<file path="src/rtl/clk_tick_rx.sv">
`default_nettype none
// ============================================================================
// Module   : clk_tick_rx
// Brief    : Brings a divided slow clock into the clk_in domain as one-cycle
//            rise/fall enable ticks, measures its period in clk_in cycles and
//            flags it lost when rising edges stop arriving.
//            Optional macro CLK_TICK_GLITCH_FILTER_EN adds a 3-sample level
//            filter ahead of edge detection.
// Revision : 1.0 - initial release
// ============================================================================
module clk_tick_rx #(
   parameter int SYNC_STAGES = 2,
   parameter int CNT_W       = 18,
   parameter int TIMEOUT     = 250000
) (
   input  logic             clk_in,
   input  logic             reset,
   input  logic             slow_clk,
   input  logic             enable,
   output logic             tick_rise,
   output logic             tick_fall,
   output logic [CNT_W-1:0] period,
   output logic             period_valid,
   output logic             lost
);

   typedef enum logic [1:0] {
      IDLE    = 2'd0,
      ACQUIRE = 2'd1,
      LOCKED  = 2'd2,
      LOST    = 2'd3
   } state_t;

   localparam logic [CNT_W-1:0] CNT_MAX = CNT_W'(TIMEOUT - 1);
   localparam logic [CNT_W-1:0] CNT_ONE = CNT_W'(1);

   logic [SYNC_STAGES-1:0] sync;
   logic                   sync_out;
   logic                   level;
   logic                   prev;
   logic                   rise;
   logic                   fall;

   state_t                 state;
   state_t                 state_nxt;
   logic [CNT_W-1:0]       cnt;
   logic [CNT_W-1:0]       cnt_nxt;
   logic [CNT_W-1:0]       period_nxt;
   logic                   valid_nxt;
   logic                   lost_nxt;
   logic                   tick_rise_nxt;
   logic                   tick_fall_nxt;

   // Metastability synchronizer for the asynchronous slow clock; always running
   always_ff @(posedge clk_in or negedge reset) begin
      if (!reset) begin
         sync <= '0;
      end else begin
         sync <= {sync[SYNC_STAGES-2:0], slow_clk};
      end
   end

   assign sync_out = sync[SYNC_STAGES-1];

`ifdef CLK_TICK_GLITCH_FILTER_EN
   logic hist;
   logic filt;

   // Filtered level follows sync_out only once three consecutive samples
   // agree: the stage ahead of sync_out, sync_out itself and its delayed copy.
   // Using the earlier stage keeps the added latency to two cycles.
   always_ff @(posedge clk_in or negedge reset) begin
      if (!reset) begin
         hist <= 1'b0;
         filt <= 1'b0;
      end else begin
         hist <= sync_out;
         if ((sync[SYNC_STAGES-2] == sync_out) && (hist == sync_out)) begin
            filt <= sync_out;
         end
      end
   end

   assign level = filt;
`else
   assign level = sync_out;
`endif

   // Previous level tracks continuously so re-enabling never sees a stale edge
   always_ff @(posedge clk_in or negedge reset) begin
      if (!reset) begin
         prev <= 1'b0;
      end else begin
         prev <= level;
      end
   end

   assign rise = level & ~prev;
   assign fall = ~level & prev;

   // Next-state, counter and measurement logic; a rise always beats a timeout
   always_comb begin
      state_nxt     = state;
      cnt_nxt       = cnt;
      period_nxt    = period;
      valid_nxt     = period_valid;
      lost_nxt      = lost;
      tick_rise_nxt = rise & (state != IDLE);
      tick_fall_nxt = fall & (state != IDLE);

      if (!enable) begin
         state_nxt  = IDLE;
         cnt_nxt    = '0;
         period_nxt = '0;
         valid_nxt  = 1'b0;
         lost_nxt   = 1'b0;
      end else if (state == IDLE) begin
         state_nxt = ACQUIRE;
         cnt_nxt   = '0;
      end else if (rise) begin
         cnt_nxt = '0;
         case (state)
            ACQUIRE: state_nxt = LOCKED;
            LOCKED: begin
               period_nxt = cnt + CNT_ONE;
               valid_nxt  = 1'b1;
            end
            LOST: begin
               state_nxt = LOCKED;
               lost_nxt  = 1'b0;
            end
            default: state_nxt = state;
         endcase
      end else if (cnt == CNT_MAX) begin
         // Counter saturates; only a live state can time out
         if (state != LOST) begin
            state_nxt = LOST;
            lost_nxt  = 1'b1;
            valid_nxt = 1'b0;
         end
      end else begin
         cnt_nxt = cnt + CNT_ONE;
      end
   end

   // State, counter and output registers
   always_ff @(posedge clk_in or negedge reset) begin
      if (!reset) begin
         state        <= IDLE;
         cnt          <= '0;
         period       <= '0;
         period_valid <= 1'b0;
         lost         <= 1'b0;
         tick_rise    <= 1'b0;
         tick_fall    <= 1'b0;
      end else begin
         state        <= state_nxt;
         cnt          <= cnt_nxt;
         period       <= period_nxt;
         period_valid <= valid_nxt;
         lost         <= lost_nxt;
         tick_rise    <= tick_rise_nxt;
         tick_fall    <= tick_fall_nxt;
      end
   end

endmodule
`default_nettype wire

</file>
<file path="config.mk">
export PLATFORM = sky130hd
export DESIGN_NAME = clk_tick_rx
export DESIGN_NICKNAME = d
export VERILOG_FILES = /design/src/rtl/clk_tick_rx.sv
export SDC_FILE = /design/constraint.sdc
export NUM_CORES = 1
export LEC_CHECK = 0
export CAP_MARGIN = 10
export CELL_PAD_IN_SITES_DETAIL_PLACEMENT = 1
export CELL_PAD_IN_SITES_GLOBAL_PLACEMENT = 1
export CORE_MARGIN = 4
export CORE_UTILIZATION = 41
export CTS_BUF_LIST = sky130_fd_sc_hd__clkbuf_4 sky130_fd_sc_hd__clkbuf_8
export DETAILED_ROUTE_END_ITERATION = 12
export PLACE_DENSITY = 0.81
export SYNTH_ARGS = -nofsm -noshare
export SYNTH_HDL_FRONTEND = slang
export SYNTH_SLANG_ARGS = --single-unit
export TNS_END_PERCENT = 10
</file>
<file path="constraint.sdc">
create_clock -name clk_in -period 1.7 [get_ports clk_in]
set_input_delay 0.34 -clock clk_in [delete_from_list [all_inputs] [get_ports clk_in]]
set_output_delay 0.34 -clock clk_in [all_outputs]
set_load 0.1 [all_outputs]
</file>
==> impl_metrics.tcl, run 1 <==
set metrics [dict create \
    finalCritPeriodShare_pct 98.39 \
    worstSkewPairLatency_ns 0.30 \
    tns_ns 0 \
    numCtsBuffers 5 \
    syn_avg_cell_area_um2 10.74 \
    clock_path_buffers 2 \
    finalSetupViolations 0 \
    worstPathRequired_ns 1.89 \
    wl_per_cell_um 18.49 \
    stdcell_count 306 \
    ios 26 \
    die_w_um 79.48 \
    fin_nets 243 \
    tightest_slew_ns 0.4906 \
    rows 25 \
    yosys.area.top_type "dfrtp_1" \
    dp_hpwl_um 3963 \
    r2r_slack_ns 0.03 \
    syn_to_final_growth_pct 37.81 \
    synth.mux.area_fraction_pct 1.493 \
    ant_nets 0 \
    synth_top_family_by_area "simple AND/OR/NAND/NOR gates" \
    synth.distinct_cells 42 \
    globalRouteMet3Util_pct 3.273 \
    layout_commonest_cell "dfrtp_1" \
    initial_core_util_pct 43.20 \
    synth_nets 200 \
    yosysSeqAreaShare_pct 53.76 \
    grt_max_degree 27 \
    slew_viol_final 0 \
    synth_area_um2 2095 \
    coreArea_um2 4848 \
    synth_ff_type "dfrtp_1" \
    grt_pass1_wl_um 9135 \
    diodes 0 \
    yosysWarnings 0 \
    fp.dieH_um 79.48 \
    critPathCapture "state[1]" \
    synth_top_area_share_pct 53.76 \
    grt_util_met2_pct 30.63 \
    async_flop_share_pct 100.0 \
    place_congestion 0.8635 \
    hp-class "reg2reg" \
    p_leak_nw 1.178 \
    r2r-start "cnt[1]" \
    power_density_nw_per_um2 687.8 \
    peakVddDrop_v 0.0004550 \
    first_pass_iters 4 \
    synth_cells 195 \
    vias 1664 \
    synth_compound_area_share_pct 11.71 \
    wirelength_um 5658 \
    rsz0062_at_grt "true" \
    first_iter_violations 63 \
    r2r-end "state[1]" \
    synth_edf_count 0 \
    grt_overflow_total 0 \
    layout_common_cells "40 x dfrtp_1, 23 x buf_12, 18 x buf_4, 16 x nor2_1, 15 x a21oi_1" \
    worst_hold_slack_ns 0.3627 \
    place_inst 296 \
    reg2regPathDepth 6 \
    grtUsageMet1_pct 25.09 \
    path_clk_slew_ns 0.09 \
    critical_path_arrival_ns 1.86 \
    period_needed_ns 1.673 \
    synth-simple-area-share_pct 22.70 \
    synth_xor_xnor_area_share_pct 6.272 \
    cts_tree "yes" \
    synthTopCellsByArea "dfrtp_1 54%, xnor2_1 5.4%, a21oi_1 3.6%" \
    hold_viol 0 \
    placed_area_um2 2744 \
    ys_ff_latch 45 \
    run_status "completed" \
    layout-drive-gt1-share_pct 30.13 \
    grt-busiest-layer "met2" \
    htree_num_levels 2 \
    worst-setup-path-type "reg2reg" \
    crit_path_start_kind "flop" \
    synth-adder-area-share_pct 0.5974 \
    cts_root_buf "clkbuf_8" \
    grt_pass1_vias 1794 \
    io_buffers 25 \
    die_area_um2 6316 \
    relSlewSlack_pct 67.30 \
    fin_skew_ns 0.01222 \
    drc_errors 0 \
    end_kind "flop" \
    pre_cts_ws_ns 0.002083 \
    crit_start "cnt[1]" \
    cp_max_fo 4 \
    antenna_found_initial 0 \
    stdcell_area_um2 2887 \
    fmax_mhz 597.9 \
    grt_use_total_pct 18.59 \
    numClockSinks 45 \
    max_cap_violations 0 \
    avgViaCountPerCell 5.438 \
    setup_ws_ns 0.02734 \
]
==> stage by stage <==
stage	utilization [%]	power [mW]
6_report	59.54	1.985
4_1_cts	59.12	2.008
3_5_place_dp	56.59	1.305
2_1_floorplan	-	1.210
5_1_grt	59.54	2.078
3_3_place_gp	56.59	1.300
==> area by class of cell <==
type	instances	area, um^2
fill	505	1962
sequential	45	1132
multi-input combinational	135	920.9
timing repair buffer	45	630.6
tap	67	83.83
clock buffer	6	82.58
inverter	6	22.52
clock inverter	2	13.76
==> cells by family after synthesis <==
family          count (synthesis)
buf+inv                        15
fa+ha+maj                       1
xor+xnor                       15
simple gates                   75
compound gates                 41
flops                          45
mux                             3
==> critical path, cell delays in order, from the launching register on <==
cell     delay, ns
dfrtp_1       0.39
ha_2          0.21
and3_1        0.19
and3_1        0.17
and2_4        0.16
buf_4         0.14
o311a_1       0.29
==> synth_stat cells, types with 4 or more instances <==
| master | n |
|---|---|
| o21ai_0 | 13 |
| nand2_1 | 7 |
| dfrtp_1 | 45 |
| xnor2_1 | 13 |
| nor3_1 | 13 |
| buf_2 | 4 |
| nor2_1 | 16 |
| nand3_1 | 10 |
| nor4_2 | 5 |
| a211oi_1 | 6 |
| a21oi_1 | 15 |
| inv_1 | 5 |
==> report_power, final <==
part           total, mW  internal [mW]  switching (mW)
clock network      0.701          0.330           0.371
registers           1.10           1.08          0.0168
logic              0.183         0.0633           0.120
total               1.99           1.48           0.508
==> worst min-delay path by stage <==
stage | start | to | slack (ns) | cells after the start
final | sync[0] | sync[1] | 0.36 | 0
after global routing | sync[0] | sync[1] | 0.39 | 0
after CTS | sync[0] | sync[1] | 0.36 | 0
after detailed placement | reset | period_valid | 0.33 | 1
after global placement | reset | period_valid | 0.33 | 1
after floorplan | reset | cnt[0] | 0.04 | 0
==> per-layer routing <==
layer / routed length, um / vias to the layer above
li1: - / 791
met1: 2510 / 833
met2: 2822 / 30
met3: 177 / 10
met4: 146 / 0
met5: 0 / -
==> state kept, by name, indices dropped and copies added, names as in the netlist, 2 cells and up <==
signal	count
cnt	18
sync	2
state	2
period	18
==> timing repair <==
| action | in CTS | in global routing |
|---|---|---|
| endpoints found under the setup margin | 8 | 8 |
| hold buffers | 1 | 0 |
| buffers inserted | 0 | 1 |
| resized for setup | 5 | 5 |
| endpoints found under the hold margin | 1 | 0 |
Note: power is estimated with default switching activity, not from simulation.
==> inputs of run 2 (changes only) <==
Settings changed: CORE_UTILIZATION 41 to 48, MAX_ROUTING_LAYER set to met4, PLACE_DENSITY 0.81 to 0.89.
Clock period 1.7 ns to 2.15 ns, I/O delays scaled along.
==> run 2 against run 1 <==
Net effect:
- flip-flop and latch count did not move
- non-clock buffer count decreased by 14
- largest power group unchanged
- sequential power is 21% lower
==> impl_metrics.tcl, run 2 (synthesis gave the netlist of run 1 again) <==
set metrics [dict create \
    run_status "completed" \
    clock_path_buffers 2 \
    layout-drive-gt1-share_pct 21.88 \
    max_cap_violations 0 \
    fp.dieH_um 74.06 \
    drc_errors 0 \
    power_density_nw_per_um2 661.2 \
    cp_max_fo 10 \
    cpMaxStageDelayCell "nor4b_1" \
    antenna_found_initial 0 \
    worstPathRequired_ns 2.31 \
    place_congestion 0.9951 \
    seqPwrFrac_pct 53.7 \
    grt_max_degree 46 \
    die_w_um 74.06 \
    cts_tree "yes" \
    p_clk_share_pct 38.8 \
    ant_nets 0 \
    die_area_um2 5484 \
    cp_common_cell "and2_1" \
    peakVddDrop_v 0.0004443 \
    syn_to_final_growth_pct 16.79 \
    cts_hold_buffers 0 \
    period_needed_ns 1.995 \
    worstSkewPairLatency_ns 0.30 \
    fmax_mhz 501.3 \
    numClockSinks 45 \
    io_buffers 25 \
    multi_input_area_um2 895.9 \
    rsz0062_at_grt "false" \
    power_frac_comb_pct 7.5 \
    worstPathCellList "nor4b_1, and2_1, and2_1, a211oi_1" \
    p_int_mw 1.225 \
    p_leak_nw 1.052 \
    coreArea_um2 4115 \
    max_stage_delay_ns 0.59 \
    ios 26 \
    cts_resized 0 \
    tns_ns 0 \
    layout_commonest_cell "dfrtp_1" \
    grt_overflow_total 0 \
    grt_pass1_vias 1777 \
    rows 23 \
    place_inst 267 \
    slew_viol_final 0 \
    layout_common_cells "45 x dfrtp_1, 28 x buf_4, 16 x nor2_1, 15 x a21oi_1" \
    end_kind "flop" \
    relSlewSlack_pct 60.45 \
    avgViaCountPerCell 6.011 \
    wirelength_um 5262 \
    r2r-start "cnt[5]" \
    grt-busiest-layer "met2" \
    reg2regPathDepth 4 \
    globalRouteMet3Util_pct 4.595 \
    numCtsBuffers 5 \
    grt_pass1_wl_um 9135 \
    p_sw_mw 0.3927 \
    largestRegisters "cnt (18), period (18)" \
    hold_viol 0 \
    wl_per_cell_um 19.20 \
    crit_path_start_kind "flop" \
    regArea_um2 1126 \
    cts_root_buf "clkbuf_8" \
    hp-class "in2async" \
    first_iter_violations 108 \
    finalCritPeriodShare_pct 92.78 \
    finalSetupViolations 0 \
    path_clk_slew_ns 0.09 \
    initial_core_util_pct 50.90 \
    post_cts_buffers 0 \
    tightest_slew_ns 0.5850 \
    fin_nets 229 \
    critical_path_arrival_ns 2.16 \
    n_fill_cell 461 \
    stdcell_count 274 \
    r2r-end "period_valid" \
    htree_num_levels 2 \
    grtUsageMet1_pct 29.28 \
    p_sw_share_pct 24.28 \
    r2r_slack_ns 0.16 \
    fin_skew_ns 0.009882 \
    worst-setup-path-type "reg2reg" \
    grt_use_total_pct 22.52 \
    vias 1647 \
    dp_hpwl_um 3748 \
    first_pass_iters 4 \
    diodes 0 \
    grt_util_met2_pct 34.84 \
]
[run 2: cell types whose count changed in the layout (fill, tap and decap cells not counted), sizes merged]
cell | before | now
buf | 42 | 29
bufinv | 0 | 1
clkbuf | 6 | 5
clkinv | 3 | 2
dlygate4sd3 | 1 | 0
[run 2: per-layer routing]
layer  share of wire (%)  routed length (um)
met1                  45                2350
met5                   0                   0
met3                 5.0                 263
met2                  48                2545
met4                 1.9                 102
[run 2: final cells by class]
class	count	area share (%)
sequential	45	46.04
multi-input combinational	135	36.62
timing repair buffer	31	9.616
clock buffer	5	2.813
tap	50	2.558
clock inverter	2	1.432
inverter	6	0.9207
[run 2: through the flow]
step	setup WS, ns	total power [mW]	utilization (%)	hold slack [ns]	cell area (um^2)
after floorplan	0.4122	0.9563	-	0.1344	2095
after global placement	0.3673	1.002	56.92	0.3353	2342
after detailed placement	0.2339	1.008	56.92	0.3395	2342
after CTS	0.1945	1.627	59.44	0.2176	2446
after global routing	0.05159	1.677	59.44	0.2539	2446
final	0.1551	1.617	59.44	0.1933	2446
[run 2: how the worst max path moves through the flow]
stage | startpoint | to | slack [ns] | cells past startpoint
2_1_floorplan | cnt[0] | state[1] | 0.41 | 6
3_3_place_gp | cnt[0] | state[1] | 0.37 | 5
3_5_place_dp | cnt[0] | state[1] | 0.23 | 5
4_1_cts | cnt[0] | state[1] | 0.19 | 5
5_1_grt | cnt[5] | period_valid | 0.05 | 4
6_report | cnt[5] | period_valid | 0.16 | 4
[run 2: critical path, delay by kind of cell (launching register included)]
family,cells,cell delay [ns]
compound gates,1,0.13
flops,1,0.50
simple gates,3,1.23
[run 2: power groups by stage]
stage          logic, mW  clock network [mW]  registers, mW
6_report           0.121               0.628          0.869
5_1_grt            0.130               0.675          0.872
4_1_cts            0.122               0.636          0.869
3_5_place_dp       0.122                   0          0.886
3_3_place_gp       0.117                   0          0.884
2_1_floorplan     0.0339                   0          0.922
